--- src/rtl/time_counter.sv ---
// rtl/time_counter.sv - BCD hh:mm:ss time-of-day counter with prescaler and handshaked load
// Optional 12-hour mode with PM flag: define CLK_12H_MODE_EN.
module time_counter #(
    parameter int TICK_DIV = 100000000
) (
    input  logic       clk,
    input  logic       rst_n,
    input  logic       run,
    input  logic       set_valid,
    output logic       set_ready,
    input  logic [7:0] set_hh,
    input  logic [7:0] set_mm,
    input  logic [7:0] set_ss,
    input  logic       set_pm,
    output logic [7:0] hh,
    output logic [7:0] mm,
    output logic [7:0] ss,
    output logic       pm,
    output logic       sec_tick,
    output logic       set_err
);

    localparam int CW = $clog2(TICK_DIV);
    localparam logic [CW-1:0] CNT_MAX = CW'(TICK_DIV - 1);

    localparam logic [0:0] ST_IDLE = 1'b0;
    localparam logic [0:0] ST_LOAD = 1'b1;

`ifdef CLK_12H_MODE_EN
    localparam logic [7:0] HH_RST = 8'h12;
`else
    localparam logic [7:0] HH_RST = 8'h00;
`endif

    logic [0:0]    state;
    logic [CW-1:0] cnt;
    logic          accept;
    logic          tick;
    logic          load_ok;
    logic          ss_wrap;
    logic          mm_wrap;
    logic [7:0]    ss_nx;
    logic [7:0]    mm_nx;
    logic [7:0]    hh_nx;
    logic          pm_flip;

    function automatic logic digits_ok(input logic [7:0] v);
        return (v[7:4] <= 4'd9) && (v[3:0] <= 4'd9);
    endfunction

    function automatic logic [7:0] bcd_inc(input logic [7:0] v);
        if (v[3:0] == 4'd9)
            return {v[7:4] + 4'd1, 4'd0};
        else
            return {v[7:4], v[3:0] + 4'd1};
    endfunction

    assign set_ready = (state == ST_IDLE);
    assign accept    = set_valid & set_ready;
    // A load accepted in the same cycle as a terminal count swallows that tick.
    assign tick      = run && (state == ST_IDLE) && (cnt == CNT_MAX) && !accept;

    always_comb begin
        load_ok = digits_ok(set_hh) && digits_ok(set_mm) && digits_ok(set_ss)
                  && (set_ss <= 8'h59) && (set_mm <= 8'h59);
`ifdef CLK_12H_MODE_EN
        load_ok = load_ok && (set_hh >= 8'h01) && (set_hh <= 8'h12);
`else
        load_ok = load_ok && (set_hh <= 8'h23);
`endif
    end

    // Full carry chain resolved combinationally so the display never shows a partial roll-over.
    always_comb begin
        ss_wrap = (ss == 8'h59);
        mm_wrap = (mm == 8'h59);
        ss_nx   = ss_wrap ? 8'h00 : bcd_inc(ss);
        mm_nx   = mm;
        hh_nx   = hh;
        pm_flip = 1'b0;
        if (ss_wrap) begin
            mm_nx = mm_wrap ? 8'h00 : bcd_inc(mm);
            if (mm_wrap) begin
`ifdef CLK_12H_MODE_EN
                if (hh == 8'h12) begin
                    hh_nx = 8'h01;
                end else if (hh == 8'h11) begin
                    hh_nx   = 8'h12;
                    pm_flip = 1'b1;
                end else begin
                    hh_nx = bcd_inc(hh);
                end
`else
                hh_nx = (hh == 8'h23) ? 8'h00 : bcd_inc(hh);
`endif
            end
        end
    end

    always_ff @(posedge clk or negedge rst_n) begin
        if (!rst_n) begin
            state    <= ST_IDLE;
            cnt      <= '0;
            ss       <= 8'h00;
            mm       <= 8'h00;
            hh       <= HH_RST;
            sec_tick <= 1'b0;
            set_err  <= 1'b0;
        end else begin
            sec_tick <= tick;
            set_err  <= accept & ~load_ok;
            if (accept) begin
                state <= ST_LOAD;
                if (load_ok) begin
                    ss  <= set_ss;
                    mm  <= set_mm;
                    hh  <= set_hh;
                    cnt <= '0;
                end
            end else begin
                state <= ST_IDLE;
                if ((state == ST_IDLE) && run)
                    cnt <= (cnt == CNT_MAX) ? '0 : cnt + 1'b1;
                if (tick) begin
                    ss <= ss_nx;
                    mm <= mm_nx;
                    hh <= hh_nx;
                end
            end
        end
    end

`ifdef CLK_12H_MODE_EN
    always_ff @(posedge clk or negedge rst_n) begin
        if (!rst_n)
            pm <= 1'b0;
        else if (accept && load_ok)
            pm <= set_pm;
        else if (tick && pm_flip)
            pm <= ~pm;
    end
`else
    logic unused_set_pm;
    assign unused_set_pm = set_pm ^ pm_flip;
    assign pm = 1'b0;
`endif

endmodule

--- config.mk ---
export PLATFORM = sky130hd
export DESIGN_NAME = time_counter
export DESIGN_NICKNAME = d
export VERILOG_FILES = /design/src/rtl/time_counter.sv
export SDC_FILE = /design/constraint.sdc
export NUM_CORES = 1
export LEC_CHECK = 0
export ABC_CLOCK_PERIOD_IN_PS = 5300
export CORE_MARGIN = 5
export CORE_UTILIZATION = 30
export DETAILED_ROUTE_END_ITERATION = 10
export SKIP_CTS_REPAIR_TIMING = 1
export SLEW_MARGIN = 20
export SYNTH_ARGS = -nofsm -noshare
export SYNTH_HDL_FRONTEND = slang
export SYNTH_SLANG_ARGS = --single-unit
--- constraint.sdc ---
create_clock -name clk -period 5.3 [get_ports clk]
set_input_delay 1.06 -clock clk [delete_from_list [all_inputs] [get_ports clk]]
set_output_delay 1.06 -clock clk [all_outputs]
set_load 0.01 [all_outputs]
---- After elaboration in Yosys (flattened, before gate mapping) ----
Cells that the tools add are included.
storage, ports and cells
  bits in registers ....................... 54
  input bits .............................. 29
  output and inout bits ................... 28
  word-level logic and storage cells ...... 87
operators by class
  add/sub/neg operators ................... 7
  $lt $le $gt $ge ......................... 9
  equal/unequal tests ..................... 8
  muxes and demuxes ....................... 23
  bitwise gates (word level) .............. 4
  reductions and logical operators ........ 26
operators with widths
  kind                   number
  $mux 8                 18
  $mux 27                4
  $add 27x1->27 const B  1
  $eq 27x27->1 const B   1
  $add 4x1->4 const B    6
  $le 4x4->1 const B     6
  $eq 8x7->1 const B     2
  $le 8x7->1 const B     2
  $eq 4x4->1 const B     3
  $logic_and 1x1->1      11
  $reduce_bool 3->1      3
  $eq 8x6->1 const B     1
  $le 8x6->1 const B     1
  $reduce_and 4->1       2
  $reduce_bool 2->1      4
  $reduce_and 3->1       2
  $reduce_and 5->1       1
  $reduce_and 2->1       2
  $and 1x1->1            2
  $ne 2x1->1 const B     1
  $not 1->1              2
  $logic_not 1->1        1
  $mux 1                 1

---- Longest topological paths before layout ----
Gate-level depths: netlist (run 1).
  depth after elaboration ................. 9
  depth in mapped cells ................... 8

---- Least setup slack after synthesis (run 1) ----
No wires, ideal clock.
  path kind ............................... in2reg
  from .................................... input set_valid
  to ...................................... register mm[5]
  setup time .............................. 0.128 ns
  arrival time ............................ 2.578 ns
  data required time ...................... 5.172 ns
  slack ................................... 2.594 ns
  cell stages on the path ................. 6
  path through ............................ or3b_1 -> clkbuf_1 -> nor3_1 -> nand4_1 -> and2_1 -> mux2_1
on the way
  longest elaborated chain between the ends .. 5
RTL lines
  item                         line  text
  start, declared              9     input logic set_valid,
  $and 1x1->1 *                59    assign accept = set_valid & set_ready;
  $logic_not 1->1              61    assign tick = run && (state == ST_IDLE) && (cnt == CNT_MAX) && !accept;
  $logic_and 1x1->1            61
  $reduce_bool 2->1 (no line)  --
  $reduce_and 4->1 (no line)   --
  end signal, assigned         116   mm <= set_mm;
  end signal, assigned         126   mm <= mm_nx;
  end, declared                16    output logic [7:0] mm,
Every way passes the cells marked *; elsewhere a longest branch is shown, timed or not.
A chain may end at the register's enable or synchronous reset.

---- Final worst setup path (run 1) ----
  from .................................... input set_valid
  to ...................................... register hh[2]
on the way
  longest elaborated chain between the ends .. 5
RTL lines
  item                         line  text
  $and 1x1->1 *                59
  $logic_not 1->1              61
  $logic_and 1x1->1            61
  $reduce_bool 2->1 (no line)  --
  $reduce_and 4->1 (no line)   --
  end signal, assigned         117   hh <= set_hh;
  end signal, assigned         127   hh <= hh_nx;
  end, declared                15    output logic [7:0] hh,
Marked as above.

==> metrics list, run 1 <==
* Result of the run: finished, final reports clean
* Slew at the pin with the worst max-slew slack: 1.08 ns
* Maximum capacitance violations: 0
* Number of antenna-violating nets in the routed design: 0
* Number of rows in the core area: 39
- Once the floorplan was initialized, standard cells occupied 30.6% of the core.
- The wire-length estimate of the detail-placed layout is 7.23 mm.
- The die is 118 um tall.
- Of the available clock period, the critical path in the final layout requires 67.0%.
- IR analysis of the VDD net gives a maximum drop of 0.123 mV.
- Entering global routing, the biggest net connects 55 pins.
* Area of the core: 11500 um2
- Leading cell type in the layout, fill and taps excluded: dfrtp_1
- The repair_antennas step left the layout with diodes totalling 0.
- Wires add up to 10.3 mm.
- TritonCTS built the clock tree.
* YS warnings: 0
- Summed over all layers, the global routing overflow is 0.
- Worst hold path class: reg2reg
- The worst register-to-register path begins at cnt[0].
- After synthesis the netlist holds a flip-flop and latch count of 54.
- Fraction of the yosys area taken by sequential cells: 38.5%
- The startpoint identified for the worst hold timing path is cnt[6].
- Fillers: 1150
* Kind of start point of the critical path: primary input
- Category of the critical setup timing path: in2reg
- Clock Tree Buf Depth: 2
* Routability cong.: 0.837
- Count of buffers from port buffering: 54
- Sequential cell area: 1350 um2
- Number of buffers created by CTS: 5
- Relative to the synthesized area, the layout overhead comes to 23.9%.
- For this run, asynchronously set or reset flops after synthesis account for 100%.
* Multi-input logic area: 2030 um2
- Final-report hold violation count: 0
- Setup repair after global routing left no endpoint under its margin.
- H-tree lvl count: 2
- Clock sink count: 54
- Skew-Pair Late Insertion Delay: 0.29 ns
- Global-route wire length before repair: 17.2 mm
- In the layout the commonest cells are dfrtp_1, clkdlybuf4s50_1, nand2_1, o21ai_0, a21oi_1.
- Synthesized area: 3510 um2
- The routed layout has 3390 vias.
* Setup Total Neg Slack: 0 ns
* Count of mapped cells out of synthesis: 406
- Pre-CTS worst setup slack: 1.47 ns
* Areal power density over the cells: 236 nW/um2
* Leakage component of the power: 1.67 nW
* Main flop type after synthesis: dfrtp_1
* DR DRC count: 0
- Endpoint kind of the worst setup timing path: flop
- Counting I/O delays and the setup requirement, the final critical path takes 3.55 ns.
* Total GRT Usage: 14.4%
- In the final design database the tool counted 494 nets.
* Number of cells on the worst reg-to-reg path: 6
- The floorplan step defined a die boundary enclosing 14000 um2.
- Clock-pin slew was measured on the worst setup and hold paths at 0.07 ns.
- Root buffer selected by CTS: clkbuf_16
* Worst Setup Slack, final: 1.75 ns
- Setup violations remaining at the end of the flow were counted as 0.
* Highest clock frequency the design can meet: 0.282 GHz
- Critical path data required time: 5.50 ns
- First drt pass iteration count: 4
* PnR Total Power: 1.03 mW
* Synth unique cells: 60
- Layout Skew: 0.00695 ns
- Along the worst path, the maximum fanout reaches 11.
- In this run the horizontal extent of the chip is 118 um.
- WL per Instance: 17.3 um
- Area post-placement: 4190 um2
- Number of instances on the worst hold path: 1
* Proportion of layout cells with a drive suffix above 1: 5.09%
- The endpoint identified for the worst register-to-register timing path is hh[2].
- Worst EP arrival: 3.76 ns
* Reg2Reg Setup Slack: 2.37 ns
* Vias in the first global route: 3350
- Final Instance Area: 4350 um2
* Max Slew Vio Count: 0
- Number of flops mapped to enable cells by yosys: 0
- In this run the tightest slew margin relative to its limit is 27.6%.
* Via/cell ratio: 5.70
* I/O pin total: 57
- Average footprint of a synthesized cell: 8.65 um2
* Hold path endpoint: cnt[6]
- Iteration-0 DRC count of the detailed router: 382
* Syn nets: 448
* Initial antenna violation count: 0
registers in the layout, indices dropped and copies added (netlist names):
signal,flops
cnt,27
sec_tick,1
ss,8
set_err,1
mm,8
state,1
hh,8
cell families (layout without fill, tap and decap cells):
kind of cell / Yosys count / after routing / synth area share (%)
AOI/OAI and AO/OA: 131 / 131 / 23.5
adders and majority gates: 13 / 13 / 4.63
DFF: 54 / 54 / 38.5
xor gates and xnor gates: 1 / 1 / 0.249
and+or+nand+nor: 167 / 167 / 27.8
buffers and inverters: 35 / 81 / 3.99
muxes: 4 / 4 / 1.28
other: 1 / 1 / 0.107
power breakdown:
part / total [mW] / internal, mW / switching (mW) / leakage, nW
sequential: 0.488 / 0.441 / 0.0465 / 0.685
clock: 0.383 / 0.234 / 0.149 / 0.0829
combinational: 0.158 / 0.0750 / 0.0832 / 0.903
routing by layer:
metal / GRT usage, % / share of wire [%]
met5: 0 / 0
met4: 3.58 / 0.74
met3: 2.77 / 4.7
met2: 23.4 / 48
met1: 19.7 / 47
how the worst max path moves through the flow:
| stage | start | to | slack [ns] | depth (start not counted) |
|---|---|---|---|---|
| 5_1_grt | set_valid | hh[3] | 1.51 | 6 |
| 6_report | set_valid | hh[2] | 1.75 | 6 |
| 4_1_cts | set_valid | hh[2] | 1.76 | 6 |
| 3_5_place_dp | set_valid | hh[2] | 1.47 | 6 |
| 3_3_place_gp | run | hh[2] | 1.55 | 6 |
| 2_1_floorplan | set_valid | mm[5] | 2.59 | 6 |
cell usage after synthesis, drive strengths merged (2+ instances only):
library cell | n | share of area [%]
a211oi | 2 | 0.43
a21o | 4 | 0.85
a21oi | 32 | 4.6
a221oi | 2 | 0.50
a222oi | 2 | 0.57
a22oi | 2 | 0.43
a31oi | 25 | 4.5
a41oi | 4 | 1.0
and2 | 3 | 0.53
and3 | 8 | 1.4
and4 | 4 | 1.0
buf | 5 | 0.78
clkbuf | 13 | 1.4
dfrtp | 54 | 38
ha | 13 | 4.6
inv | 16 | 1.7
mux2 | 4 | 1.3
nand2 | 35 | 3.7
nand2b | 5 | 0.89
nand3 | 28 | 4.0
nand3b | 7 | 1.5
nand4 | 13 | 2.7
nor2 | 17 | 1.8
nor3 | 11 | 1.6
nor3b | 5 | 1.1
nor4 | 9 | 2.4
nor4b | 3 | 0.75
o211ai | 3 | 0.64
o21a | 3 | 0.64
o21ai | 31 | 4.4
o22ai | 2 | 0.36
o2bb2ai | 5 | 1.2
o31a | 3 | 0.75
o31ai | 5 | 1.1
or3 | 5 | 0.89
or3b | 2 | 0.50
or4 | 5 | 1.2
layout make-up:
class | instances | share of cell area [%]
inverter | 17 | 1.47
timing repair buffer | 57 | 12.8
sequential | 54 | 31.0
clock inverter | 1 | 0.690
multi-input combinational | 317 | 46.7
tap | 143 | 4.11
clock buffer | 6 | 3.19
through the flow:
step	utilization [%]	hold WS, ns	cells
2_1_floorplan	-	0.481	406
3_3_place_gp	36.4	0.509	588
3_5_place_dp	36.5	0.521	588
4_1_cts	38.0	0.534	595
5_1_grt	38.0	0.577	595
6_report	38.0	0.540	595
worst max-delay path: stages:
cell	delay [ns]
clkdlybuf4s50_1	0.48
or3b_1	0.57
nor3_1	0.55
nand4_1	0.49
and2_1	0.40
o211ai_1	0.19
Note: power is estimated with default switching activity, not from simulation.
==> run 2: changes to the inputs <==
ABC_CLOCK_PERIOD_IN_PS = 3050   (was 5300)
clock period = 3.05 ns   (was 5.3 ns; I/O delays follow)
==> run 2 against run 1 <==
  * Final area is 1.7% higher
  * Power up 67%
  * Non-clock buffer count rose by 13
  * Clock power up 57%
  * Core utilization grew 0.63 points
  * Wire length fell by 3.9%
  * Register-to-register slack got worse by 2.0 ns
  * Critical path type is now reg2reg
  * Critical endpoint is now mm[5]
==> metrics list, run 2 (synthesized netlist as in run 1, its figures left out) <==
* Unrepaired setup endpoints after global routing: false (unchanged)
- The initial cell density of the core came to 30.6% (unchanged).
* Reg2Reg Setup Slack: 0.37 ns (was 2.37 ns)
- Largest net degree at the start of global routing: 36 (was 55)
- The die area came to 14000 um2 (unchanged).
* Multi-input logic area: 2030 um2 (about the same)
- The leakage power figure was 1.72 nW (was 1.67 nW).
* Clock sink count: 54 (unchanged)
- The wire length per cell was 16.2 um (was 17.3 um).
- Commonest cells after routing, fill and taps aside: dfrtp_1, clkdlybuf4s50_1, nand2_1, o21ai_0, a21oi_1 (unchanged)
- Final-report hold violation count: 0 (unchanged)
- The worst hold-check path type is in2async (was reg2reg).
- Area overhead of the layout relative to synthesis: 26.0% (was 23.9%)
* Layout Skew: 0.00617 ns (was 0.00695 ns)
- The most flop-heavy register was cnt (unchanged).
- The most common cell after layout, fill and taps aside is dfrtp_1 (unchanged).
* Total Nets Final: 507 (was 494)
- Vias in the first global route: 3294 (was 3350)
- The number of max-cap violations came to 0 (unchanged).
- The highest cell delay on the worst timing path was 0.68 ns (was 0.57 ns).
* Routability cong.: 0.827 (was 0.837)
- The reg-to-reg endpoint is mm[5] (was hh[2]).
- The total negative slack is 0 ns (unchanged).
* Die Y-Extent: 118 um (unchanged)
* Diode count: 0 (unchanged)
- Endpoint kind of the worst setup timing path: flop (unchanged)
- The final routed wirelength across all metal layers is 9.87 mm (was 10.3 mm).
- DP HPWL: 7.30 mm (was 7.23 mm)
- The clock edge transition at the registers on the reported setup and hold paths came to 0.07 ns (about the same).
- Number of antenna-violating nets in the routed design: 0 (unchanged)
- The peak fanout along the critical path came to 7 (was 11).
- The first-pass detailed-route iteration total came to 4 (unchanged).
- Highest clock frequency the design can meet: 0.373 GHz
- Worst vdd rail ir drop: 0.208 mV (was 0.123 mV)
- Final clock period utilization by the worst path: 88.0%
- Number of cells on the critical path: 6 (unchanged)
- Die W: 118 um (unchanged)
- CTS tree: done (unchanged)
- The total of buffers placed on input and output ports was 54 (unchanged).
* Number of flip-flops under the largest register name: 27 (unchanged)
- Via count of the routed design: 3419 (was 3390)
* Skew-Pair Late Insertion Delay: 0.30 ns (was 0.29 ns)
- The transition time of the tightest slew-check pin came to 0.943 ns (was 1.08 ns).
- The setup-violating endpoint count in the final report came to 0 (unchanged).
- The number of top-level pins came to 57 (unchanged).
- The final-report max-slew violation count is 0 (unchanged).
- Iteration-0 DRC count of the detailed router: 301 (was 382)
* Total GRT Usage: 14.0% (was 14.4%)
- The library cell contributing the largest single delay on the critical path was nor4_2 (was or3b_1).
- Root buffer selected by CTS: clkbuf_16 (unchanged)
- Tightest hold margin: 0.355 ns (was 0.540 ns)
- The smallest clock period supported by the final layout is computed as 2.68 ns.
* Critical Path Sink: mm[5] (was hh[2])
- The number of buffers added by the clock tree synthesis step was 5 (unchanged).
- Initial antenna violation count: 0 (unchanged)
* Remaining global-route overflow: 0 (unchanged)
- Fillers: 1161 (was 1150)
* Critical path data required time: 3.23 ns (was 5.50 ns)
* Via/cell ratio: 5.61 (was 5.70)
- Kind of start point of the critical path: flop (was primary input)
* Ordered cell list for the critical path: ha_1 -> nand3_1 -> nor4_2 -> nand4_1 -> and2_1 -> mux2_1 (was clkdlybuf4s50_1 -> or3b_1 -> nor3_1 -> nand4_1 -> and2_1 -> o211ai_1)
- The detailed-route DRC error count came to 0 (unchanged).
* Result of the run: finished, final reports clean (unchanged)
- Global-route wire length before repair: 16.7 mm (was 17.2 mm)
* Proportion of layout cells with a drive suffix above 1: 7.94% (was 5.09%)
- Worst EP arrival: 2.87 ns (was 3.76 ns)
* Sequential cell area: 1350 um2 (unchanged)
- The power per unit of standard cell area was 389 nW/um2 (was 236 nW/um2).
* H-tree lvl count: 2 (unchanged)
- The combined buffer and inverter count along the critical path came to 0 (was 1).
- The critical path startpoint is cnt[1] (was set_valid).
- Category of the critical setup timing path: reg2reg (was in2reg)
* R2r startpoint: cnt[1] (was cnt[0])
- The number of cells on the worst reg-to-reg path is 6 (unchanged).
- The core area came to 11500 um2 (unchanged).
* Number of rows in the core area: 39 (unchanged)
* Cell family with the largest share of critical-path delay: simple AND/OR/NAND/NOR gates (unchanged)
- The relative slew slack came to 37.1% (was 27.6%).
- The number of buffers on the longest clock path is 2 (unchanged).
==> run 2: cell types whose count changed in the layout (fill, tap and decap cells not counted) <==
cell / previous run / this run
buf_4: 3 / 16
clkinvlp_4: 0 / 1
a21oi_4: 1 / 0
a21oi_2: 0 / 1
clkinv_2: 0 / 1
bufinv_16: 1 / 0
==> run 2: cell type report <==
class | count | share of cell area (%)
clock inverters | 2 | 0.283
flip-flops and latches | 54 | 30.5
multi-input cells | 317 | 45.8
inverters | 17 | 1.44
clock buffers | 6 | 3.14
repair buffers | 70 | 14.8
well taps | 143 | 4.04
==> run 2: layer usage <==
| layer | routed length, um | GRT usage (%) |
|---|---|---|
| met1 | 4480 | 18.8 |
| met2 | 4760 | 22.9 |
| met3 | 532 | 3.20 |
| met4 | 92 | 3.73 |
| met5 | 0 | 0 |
==> run 2: per-stage QoR <==
stage / power [mW] / utilization [%] / instances / setup slack (ns) / cell area (um2)
2_1_floorplan: 0.998 / - / 406 / 0.794 / 3510
3_3_place_gp: 1.13 / 37.3 / 601 / 0.204 / 4280
3_5_place_dp: 1.13 / 37.3 / 601 / 0.160 / 4280
4_1_cts: 1.74 / 38.6 / 609 / 0.410 / 4430
5_1_grt: 1.81 / 38.6 / 609 / 0.164 / 4430
6_report: 1.72 / 38.6 / 609 / 0.367 / 4430
==> run 2: worst min-delay path by stage <==
stage / from / end
2_1_floorplan: rst_n / cnt[0]
3_3_place_gp: cnt[6] / cnt[6]
3_5_place_dp: cnt[6] / cnt[6]
4_1_cts: rst_n / hh[6]
5_1_grt: rst_n / hh[7]
6_report: rst_n / hh[6]
==> run 2: worst reg2reg max path, cell delays in order, from the launching register on <==
cell     delay, ns
dfrtp_1       0.44
ha_1          0.25
nand3_1       0.26
nor4_2        0.68
nand4_1       0.33
and2_1        0.28
mux2_1        0.31
==> run 2: where the power goes <==
group / switching (mW) / internal (mW) / leakage [nW]
clock network: 0.274 / 0.326 / 0.0729
logic: 0.142 / 0.135 / 0.965
registers: 0.0791 / 0.766 / 0.685
